## config.mk

```make
export PLATFORM = sky130hd
export DESIGN_NAME = serv_mem_arbiter_flat
export DESIGN_NICKNAME = d
export VERILOG_FILES = /design/src/rtl/serv_mem_arbiter_if.sv /design/src/rtl/serv_mem_arbiter.sv /design/src/flat_wrapper.sv
export SDC_FILE = /design/constraint.sdc
export NUM_CORES = 1
export LEC_CHECK = 0
export ABC_AREA = 1
export BUFFER_PORTS_ARGS = -buffer_cell sky130_fd_sc_hd__buf_4
export CORE_ASPECT_RATIO = 0.9
export CORE_UTILIZATION = 47
export CTS_BUF_LIST = sky130_fd_sc_hd__clkbuf_8
export CTS_CLUSTER_DIAMETER = 30
export DETAILED_ROUTE_END_ITERATION = 7
export GPL_ROUTABILITY_DRIVEN = 0
export GPL_TIMING_DRIVEN = 0
export PLACE_DENSITY = 0.8
export SETUP_SLACK_MARGIN = 0.05
export SYNTH_ARGS = -nofsm -noshare
export SYNTH_HDL_FRONTEND = slang
export SYNTH_SLANG_ARGS = --single-unit
```

## constraint.sdc

```tcl
create_clock -name i_clk -period 5.1 [get_ports i_clk]
set_clock_uncertainty 0.05 [all_clocks]
set_input_delay 0.765 -clock i_clk [delete_from_list [all_inputs] [get_ports i_clk]]
set_output_delay 0.765 -clock i_clk [all_outputs]
set_load 0.02 [all_outputs]
```

## src/rtl/serv_mem_arbiter_if.sv

```systemverilog
// serv_mem_arbiter_if: ibus, dbus and memory-side Wishbone signals of the arbiter
interface serv_mem_arbiter_if;
    logic [31:0] i_ibus_adr;
    logic        i_ibus_cyc;
    logic [31:0] o_ibus_rdt;
    logic        o_ibus_ack;
    logic [31:0] i_dbus_adr;
    logic [31:0] i_dbus_dat;
    logic [3:0]  i_dbus_sel;
    logic        i_dbus_we;
    logic        i_dbus_cyc;
    logic [31:0] o_dbus_rdt;
    logic        o_dbus_ack;
    logic [31:0] o_mem_adr;
    logic [31:0] o_mem_dat;
    logic [3:0]  o_mem_sel;
    logic        o_mem_we;
    logic        o_mem_cyc;
    logic [31:0] i_mem_rdt;
    logic        i_mem_ack;
    logic        o_err;
    logic        o_busy;
    modport slave (
        input  i_ibus_adr, i_ibus_cyc, i_dbus_adr, i_dbus_dat, i_dbus_sel, i_dbus_we, i_dbus_cyc,
               i_mem_rdt, i_mem_ack,
        output o_ibus_rdt, o_ibus_ack, o_dbus_rdt, o_dbus_ack, o_mem_adr, o_mem_dat, o_mem_sel,
               o_mem_we, o_mem_cyc, o_err, o_busy
    );
    modport master (
        output i_ibus_adr, i_ibus_cyc, i_dbus_adr, i_dbus_dat, i_dbus_sel, i_dbus_we, i_dbus_cyc,
               i_mem_rdt, i_mem_ack,
        input  o_ibus_rdt, o_ibus_ack, o_dbus_rdt, o_dbus_ack, o_mem_adr, o_mem_dat, o_mem_sel,
               o_mem_we, o_mem_cyc, o_err, o_busy
    );
endinterface

```

## src/rtl/serv_mem_arbiter.sv

```systemverilog
// serv_mem_arbiter: shares one Wishbone-classic memory port between SERV ibus and dbus
module serv_mem_arbiter #(
    parameter string PRIO      = "DBUS",
    parameter int    TIMEOUT_W = 8,
    parameter bit    WITH_TO   = 1'b1
) (
    input logic               i_clk,
    input logic               i_rst,
    serv_mem_arbiter_if.slave bus
);
    typedef enum logic [1:0] {IDLE, IBUS, DBUS, DONE} state_t;
    localparam bit RR = (PRIO == "RR");
    state_t      state_q, state_d;
    logic        last_q, last_d;
    logic [31:0] adr_q, adr_d, dat_q, dat_d, irdt_q, irdt_d, drdt_q, drdt_d;
    logic [3:0]  sel_q, sel_d;
    logic        we_q, we_d, cyc_q, cyc_d, iack_q, iack_d, dack_q, dack_d, err_q, err_d;
    logic        pick_d, is_d, gnt_cyc, to_hit;
    // last_q = 1 when dbus held the most recent grant; only consulted on a tie in RR mode
    assign pick_d  = bus.i_dbus_cyc & (~bus.i_ibus_cyc | ~RR | ~last_q);
    assign is_d    = state_q == DBUS;
    assign gnt_cyc = is_d ? bus.i_dbus_cyc : bus.i_ibus_cyc;
    generate
        if (WITH_TO) begin : g_wd
            logic [TIMEOUT_W-1:0] cnt_q;
            always_ff @(posedge i_clk or posedge i_rst)
                if (i_rst) cnt_q <= '0;
                else cnt_q <= (state_q == IDLE) ? '0 : cnt_q + 1'b1;
            // cycle 2**W-1 of an unacked transfer is the terminal one
            assign to_hit = cnt_q == {{(TIMEOUT_W-1){1'b1}}, 1'b0};
        end else begin : g_no_wd
            assign to_hit = 1'b0;
        end
    endgenerate
    always_comb begin
        state_d = state_q;
        last_d  = last_q;
        adr_d   = adr_q;
        dat_d   = dat_q;
        sel_d   = sel_q;
        we_d    = we_q;
        cyc_d   = cyc_q;
        irdt_d  = irdt_q;
        drdt_d  = drdt_q;
        iack_d  = 1'b0;
        dack_d  = 1'b0;
        err_d   = 1'b0;
        case (state_q)
            IDLE: if (bus.i_ibus_cyc | bus.i_dbus_cyc) begin
                state_d = pick_d ? DBUS : IBUS;
                last_d  = pick_d;
                adr_d   = pick_d ? bus.i_dbus_adr : bus.i_ibus_adr;
                dat_d   = pick_d ? bus.i_dbus_dat : dat_q;
                sel_d   = pick_d ? bus.i_dbus_sel : 4'hF;
                we_d    = pick_d & bus.i_dbus_we;
                cyc_d   = 1'b1;
            end
            IBUS, DBUS: if (!gnt_cyc) begin
                state_d = IDLE;
                cyc_d   = 1'b0;
            end else if (bus.i_mem_ack | to_hit) begin
                state_d = DONE;
                cyc_d   = 1'b0;
                err_d   = ~bus.i_mem_ack;
                iack_d  = ~is_d;
                dack_d  = is_d;
                irdt_d  = is_d ? irdt_q : (bus.i_mem_ack ? bus.i_mem_rdt : 32'h0);
                drdt_d  = is_d ? (bus.i_mem_ack ? bus.i_mem_rdt : 32'h0) : drdt_q;
            end
            default: state_d = IDLE;
        endcase
    end
    always_ff @(posedge i_clk or posedge i_rst)
        if (i_rst) begin
            state_q <= IDLE;
            last_q  <= 1'b0;
            adr_q   <= '0;
            dat_q   <= '0;
            sel_q   <= '0;
            we_q    <= 1'b0;
            cyc_q   <= 1'b0;
            irdt_q  <= '0;
            drdt_q  <= '0;
            iack_q  <= 1'b0;
            dack_q  <= 1'b0;
            err_q   <= 1'b0;
        end else begin
            state_q <= state_d;
            last_q  <= last_d;
            adr_q   <= adr_d;
            dat_q   <= dat_d;
            sel_q   <= sel_d;
            we_q    <= we_d;
            cyc_q   <= cyc_d;
            irdt_q  <= irdt_d;
            drdt_q  <= drdt_d;
            iack_q  <= iack_d;
            dack_q  <= dack_d;
            err_q   <= err_d;
        end
    assign bus.o_mem_adr  = adr_q;
    assign bus.o_mem_dat  = dat_q;
    assign bus.o_mem_sel  = sel_q;
    assign bus.o_mem_we   = we_q;
    assign bus.o_mem_cyc  = cyc_q;
    assign bus.o_ibus_rdt = irdt_q;
    assign bus.o_ibus_ack = iack_q;
    assign bus.o_dbus_rdt = drdt_q;
    assign bus.o_dbus_ack = dack_q;
    assign bus.o_err      = err_q;
    assign bus.o_busy     = state_q != IDLE;
endmodule

```

## src/flat_wrapper.sv

```systemverilog
// flat-port wrapper written by rule: the top's interface ports become plain ports
module serv_mem_arbiter_flat 
#(
    parameter string PRIO      = "    ",
    parameter int    TIMEOUT_W = 8,
    parameter bit    WITH_TO   = 1'b1
)
  (i_clk, i_rst, bus_i_ibus_adr, bus_i_ibus_cyc, bus_i_dbus_adr, bus_i_dbus_dat, bus_i_dbus_sel, bus_i_dbus_we, bus_i_dbus_cyc, bus_i_mem_rdt, bus_i_mem_ack, bus_o_ibus_rdt, bus_o_ibus_ack, bus_o_dbus_rdt, bus_o_dbus_ack, bus_o_mem_adr, bus_o_mem_dat, bus_o_mem_sel, bus_o_mem_we, bus_o_mem_cyc, bus_o_err, bus_o_busy);
  serv_mem_arbiter_if bus_i ();
  input logic i_clk;
  input logic i_rst;
  input wire logic [$bits(bus_i.i_ibus_adr)-1:0] bus_i_ibus_adr;
  input wire logic [$bits(bus_i.i_ibus_cyc)-1:0] bus_i_ibus_cyc;
  input wire logic [$bits(bus_i.i_dbus_adr)-1:0] bus_i_dbus_adr;
  input wire logic [$bits(bus_i.i_dbus_dat)-1:0] bus_i_dbus_dat;
  input wire logic [$bits(bus_i.i_dbus_sel)-1:0] bus_i_dbus_sel;
  input wire logic [$bits(bus_i.i_dbus_we)-1:0] bus_i_dbus_we;
  input wire logic [$bits(bus_i.i_dbus_cyc)-1:0] bus_i_dbus_cyc;
  input wire logic [$bits(bus_i.i_mem_rdt)-1:0] bus_i_mem_rdt;
  input wire logic [$bits(bus_i.i_mem_ack)-1:0] bus_i_mem_ack;
  output wire logic [$bits(bus_i.o_ibus_rdt)-1:0] bus_o_ibus_rdt;
  output wire logic [$bits(bus_i.o_ibus_ack)-1:0] bus_o_ibus_ack;
  output wire logic [$bits(bus_i.o_dbus_rdt)-1:0] bus_o_dbus_rdt;
  output wire logic [$bits(bus_i.o_dbus_ack)-1:0] bus_o_dbus_ack;
  output wire logic [$bits(bus_i.o_mem_adr)-1:0] bus_o_mem_adr;
  output wire logic [$bits(bus_i.o_mem_dat)-1:0] bus_o_mem_dat;
  output wire logic [$bits(bus_i.o_mem_sel)-1:0] bus_o_mem_sel;
  output wire logic [$bits(bus_i.o_mem_we)-1:0] bus_o_mem_we;
  output wire logic [$bits(bus_i.o_mem_cyc)-1:0] bus_o_mem_cyc;
  output wire logic [$bits(bus_i.o_err)-1:0] bus_o_err;
  output wire logic [$bits(bus_i.o_busy)-1:0] bus_o_busy;
  assign bus_i.i_ibus_adr = bus_i_ibus_adr;
  assign bus_i.i_ibus_cyc = bus_i_ibus_cyc;
  assign bus_i.i_dbus_adr = bus_i_dbus_adr;
  assign bus_i.i_dbus_dat = bus_i_dbus_dat;
  assign bus_i.i_dbus_sel = bus_i_dbus_sel;
  assign bus_i.i_dbus_we = bus_i_dbus_we;
  assign bus_i.i_dbus_cyc = bus_i_dbus_cyc;
  assign bus_i.i_mem_rdt = bus_i_mem_rdt;
  assign bus_i.i_mem_ack = bus_i_mem_ack;
  assign bus_o_ibus_rdt = bus_i.o_ibus_rdt;
  assign bus_o_ibus_ack = bus_i.o_ibus_ack;
  assign bus_o_dbus_rdt = bus_i.o_dbus_rdt;
  assign bus_o_dbus_ack = bus_i.o_dbus_ack;
  assign bus_o_mem_adr = bus_i.o_mem_adr;
  assign bus_o_mem_dat = bus_i.o_mem_dat;
  assign bus_o_mem_sel = bus_i.o_mem_sel;
  assign bus_o_mem_we = bus_i.o_mem_we;
  assign bus_o_mem_cyc = bus_i.o_mem_cyc;
  assign bus_o_err = bus_i.o_err;
  assign bus_o_busy = bus_i.o_busy;
  serv_mem_arbiter #(.PRIO(PRIO), .TIMEOUT_W(TIMEOUT_W), .WITH_TO(WITH_TO)) u_core (.i_clk(i_clk), .i_rst(i_rst), .bus(bus_i));
endmodule
```

## After elaboration in Yosys (flattened, before gate mapping)

Cells that the tools add are included.

- Register bits: 147
- Latch bits: 0
- Memory bits (writable): 0
- ROM bits: 0
- Input port bits: 138
- Output and inout bits: 138
- Logic and storage cells: 56
- Memories kept: 0

- $add $sub $neg: 1
- $mul: 0
- Div/mod/pow operators: 0
- Order comparisons: 0
- Equality and inequality tests: 5
- Shifts and indexed selects: 0
- Muxes and demuxes: 23
- Bitwise logic cells: 5
- Reductions and logical operators: 10

Operators by type and width:

| kind | count |
|---|---|
| 2-to-1 mux 32 bit | 2 |
| 2-to-1 mux 1 bit | 13 |
| adder 8 x 1 -> 8 bit (second input constant) | 1 |
| == test 8 bit (second input constant) | 1 |
| 2-to-1 mux 2 bit | 4 |
| 2-to-1 mux 8 bit | 1 |
| AND reduction 4 bit | 2 |
| AND reduction 3 bit | 2 |
| 2-to-1 mux 4 bit | 1 |
| case mux 2 bit (2 select lines) | 1 |
| AND reduction 2 bit | 2 |
| nonzero test 2 bit | 2 |
| != test 3 bit (second input constant) | 1 |
| == test 2 x 1 -> 1 bit (second input constant) | 1 |
| == test 2 bit (second input constant) | 1 |
| logical NOT 2 bit | 1 |
| != test 2 bit (second input constant) | 1 |
| NOT 1 bit | 2 |
| bitwise OR 1 bit | 2 |
| case mux 1 bit (2 select lines) | 1 |
| OR reduction 2 bit | 1 |
| AND 1 bit | 1 |

## Depth between registers and ports, before layout

- Depth in word-level cells: 5
- Depth in mapped cells: 11

## Worst setup path after synthesis

Ideal clock, no wire load.

- Kind: input -> register
- From: input bus_i_mem_ack
- To: register u_core.drdt_q[0], in the netlist u_core.bus.o_dbus_rdt[0]
- Library setup time: 130 ps
- Arrival time: 1596 ps
- Data required time: 4920 ps
- Path slack: 3324 ps
- Cell stages on the path: 8
- Path buffers: 3
- Path through: clkbuf_1 inv_1 nand2_4 nand3b_4 buf_6 buf_6 nand2_1 o21ai_1

- Longest elaborated chain between the ends: 2

RTL lines:

| item | RTL line | RTL |
|---|---|---|
| start, declared | flat_wrapper.sv:20 | `input wire logic [$bits(bus_i.i_mem_ack)-1:0] bus_i_mem_ack;` |
| bitwise OR 1 bit | serv_mem_arbiter.sv:61 | `end else if (bus.i_mem_ack \| to_hit) begin` |
| AND reduction 4 bit (no source line) | - |  |
| end signal, assigned | serv_mem_arbiter.sv:96 | `drdt_q <= drdt_d;` |
| end, declared | serv_mem_arbiter.sv:15 | `logic [31:0] adr_q, adr_d, dat_q, dat_d, irdt_q, irdt_d, drdt_q, drdt_d;` |

Parallel ways exist; a longest one is shown, timed or not.
A chain may end at the register's enable or synchronous reset.

## Final worst setup path

- From: register u_core.state_q[0]
- To: output bus_o_busy

- Longest elaborated chain between the ends: 1

RTL lines:

| item | RTL line | RTL |
|---|---|---|
| start, declared | serv_mem_arbiter.sv:13 | `state_t state_q, state_d;` |
| start signal, assigned | serv_mem_arbiter.sv:88 | `state_q <= state_d;` |
| nonzero test 2 bit | serv_mem_arbiter.sv:111 | `assign bus.o_busy = state_q != IDLE;` |
| end, declared | flat_wrapper.sv:31 | `output wire logic [$bits(bus_i.o_busy)-1:0] bus_o_busy;` |

Every way passes these cells.

==> reports/metrics.yaml <==
outcome:
  status: "finished clean"
power_and_ir_drop:
  ir_worst_vdd_mv: 0.386
  swShare: 0.410
  leakage_nw: 4.58
  internal_power_w: 0.00320
  p_per_area_nw_per_um2: 618
  switchingPower_w: 0.00222
  power_w: 0.00542
  combPwrFrac: 0.462
  power_frac_seq: 0.360
  clock_power_share: 0.178
place:
  post-place-ws_ps: 2970
  numPortBuffers: 273
  placed_area_um2: 8350
  dp_hpwl_mm: 13.0
timing:
  hold_viol: 0
  layout_setup_ws_ps: 2720
  period_needed_ps: 2380
  fin_crit_sh: 0.467
  setup_viol: 0
  fmax_mhz: 420
  rsz0062_at_grt: "false"
  relSlewSlack: 0.550
  worstMarginPinSlew_ps: 675
  drv_slew: 0
  whs_ps: 375
clocking:
  clock_sinks: 147
  clockBufferDepth: 2
  insertion_delay_ps: 430
  htreeDepth: 4
  postCtsSetupRepairBufs: 0
  cts_resized: 0
  root_buffer: "clkbuf_8"
  cts_tree: "done"
  numCtsBuffers: 17
  ctsHoldBuffers: 0
  clkTransAtPathRegs_ps: 90
global_routing:
  grt_pass1_vias: 5348
  grt.overflow.total: 0
  grt_first_pass_wirelength_mm: 26.9
  antenna_found_initial: 0
  grt_max_degree: 75
  grt_use_total: 0.266
floorplanning:
  start_util: 0.493
  dieArea_um2: 13400
  fp.coreArea_um2: 12300
  die_w_um: 122
  die_height_um: 110
  rows: 38
  pin_count: 276
finish:
  fillers: 960
  syn_to_final_growth_pct: 44.6
  diodes: 0
  post-route-util: 0.713
  fin_area_um2: 8770
  finalNetCount: 1092
  drive_gt1_frac: 0.379
logic_synthesis:
  synthesis.area_um2: 6070
  synth_nets: 799
  synth_most_common_cell: "nand2_1"
  synthTopCellsByArea: "dfrtp_1 61%, nand2_1 17%, o21ai_1 3.4%"
  synth_cells: 655
  ys_seq_elements: 147
  ys.flop_type: "dfrtp_1"
  yosys.area.top_type: "dfrtp_1"
  synth_cell_types: 30
  synth_common_cells: "272 x nand2_1, 147 x dfrtp_1, 43 x nor2_1"
  yosysSeqAreaShare: 0.606
  yosysWarnings: 0
  synth_edf_count: 0
  syn_area_per_cell_um2: 9.26
  synth_top_area_frac: 0.606
  async_flop_share: 1.00
route:
  firstDrtPassIters: 4
  avgViaCountPerCell: 4.91
  wl_mm: 17.3
  drcViolationCount: 0
  vias: 5509
  ant_nets: 0
  drtIter0Drc: 363
  wire_per_inst_um: 15.4
setup_path:
  critPathRequiredTime_ps: 4280
  crit_path_end_kind: "primary output"
  critPathLaunchType: "register"
  cp.arrival_ps: 1570
  worstPathMaxFanout: 8
  crit_type: "reg -> out"
run:
  drv_cap: 0
hold_path:
  hold_class: "in -> async"
## stage by stage
stage	setup TNS, ps	cells
6_report	0	1121
5_1_grt	0	1121
4_1_cts	0	1121
3_5_place_dp	0	1089
3_3_place_gp	-188230	1088
2_1_floorplan	0	655
## power groups by stage
stage          combinational (W)  sequential (W)  clock [W]
6_report                 0.00250         0.00195   0.000964
5_1_grt                  0.00271         0.00201    0.00103
4_1_cts                  0.00253         0.00195   0.000981
3_5_place_dp             0.00252         0.00197          0
3_3_place_gp             0.00248         0.00195          0
2_1_floorplan           0.000808         0.00253          0
## path summary, 6_finish.rpt
| path | from | endpoint | slack (ps) | cells past startpoint |
|---|---|---|---|---|
| min in group i_clk | u_core.bus.o_mem_cyc$_DFFE_PP0P_ | u_core.bus.o_mem_cyc$_DFFE_PP0P_ | 430 | 2 |
| max in group asynchronous | i_rst | u_core.state_q[1]$_DFFE_PP0P_ | 3840 | 3 |
| min | i_rst | u_core.bus.o_mem_dat[14]$_DFFE_PP0P_ | 370 | 2 |
| max reg2reg | u_core.state_q[0]$_DFFE_PP0P_ | u_core.bus.o_mem_adr[20]$_DFFE_PP0P_ | 3150 | 8 |
| min reg2reg | u_core.bus.o_mem_cyc$_DFFE_PP0P_ | u_core.bus.o_mem_cyc$_DFFE_PP0P_ | 430 | 2 |
| max | u_core.state_q[0]$_DFFE_PP0P_ | bus_o_busy | 2720 | 5 |
## sequential cells by signal (all words and copies together), names as in the netlist
register               flops
u_core.bus.o_mem_adr      32
u_core.g_wd.cnt_q          8
u_core.bus.o_mem_sel       4
u_core.bus.o_mem_cyc       1
u_core.bus.o_ibus_ack      1
u_core.bus.o_err           1
u_core.bus.o_dbus_ack      1
u_core.bus.o_mem_we        1
u_core.bus.o_ibus_rdt     32
u_core.bus.o_mem_dat      32
u_core.state_q             2
u_core.bus.o_dbus_rdt     32
## critical path: stages, from the launching register on
cell and delay [ps]:
dfrtp_1 420, inv_1 80, ha_1 190, buf_2 180, inv_2 120, buf_4 160
## cells by family (layout without fill, tap and decap cells)
family,count (synthesis),after routing,share of synthesized area
compound gates,112,112,0.116
xor+xnor,1,1,0.00144
fa+ha+maj,6,6,0.0124
buf+inv,57,363,0.0476
flops,147,147,0.606
simple gates,332,332,0.216
## cells in the final DEF, fill, tap and decap left out, types with 4 or more instances in the layout
cell type,instances
buf_4,275
nand2_1,272
dfrtp_1,147
nor2_1,43
o21ai_1,41
a31oi_1,32
o21ai_2,23
clkbuf_8,18
buf_2,16
inv_1,15
clkbuf_1,11
o21ai_0,7
buf_6,6
ha_1,6
clkinvlp_4,5
a21oi_1,4
nand3_1,4
inv_6,4
o22a_1,4
## final cells by class
type                    count  area (um^2)  share of cell area
clock inverters            14          178              0.0202
inverters                  19         78.8             0.00898
flip-flops and latches    147         3680               0.419
clock buffers              18          248              0.0282
plain buffers              38          215              0.0245
multi-input cells         451         2100               0.239
repair buffers            274         2080               0.237
well taps                 160          200              0.0228
## layer usage
metal | GRT usage | wire (um) | vias to the layer above
met5 | 0 | 0 | -
met4 | 0.0988 | 319 | 0
met3 | 0.0851 | 1520 | 24
met2 | 0.452 | 8740 | 224
met1 | 0.315 | 6710 | 2569
li1 | - | - | 2692
(Power assumes the default switching activity.)
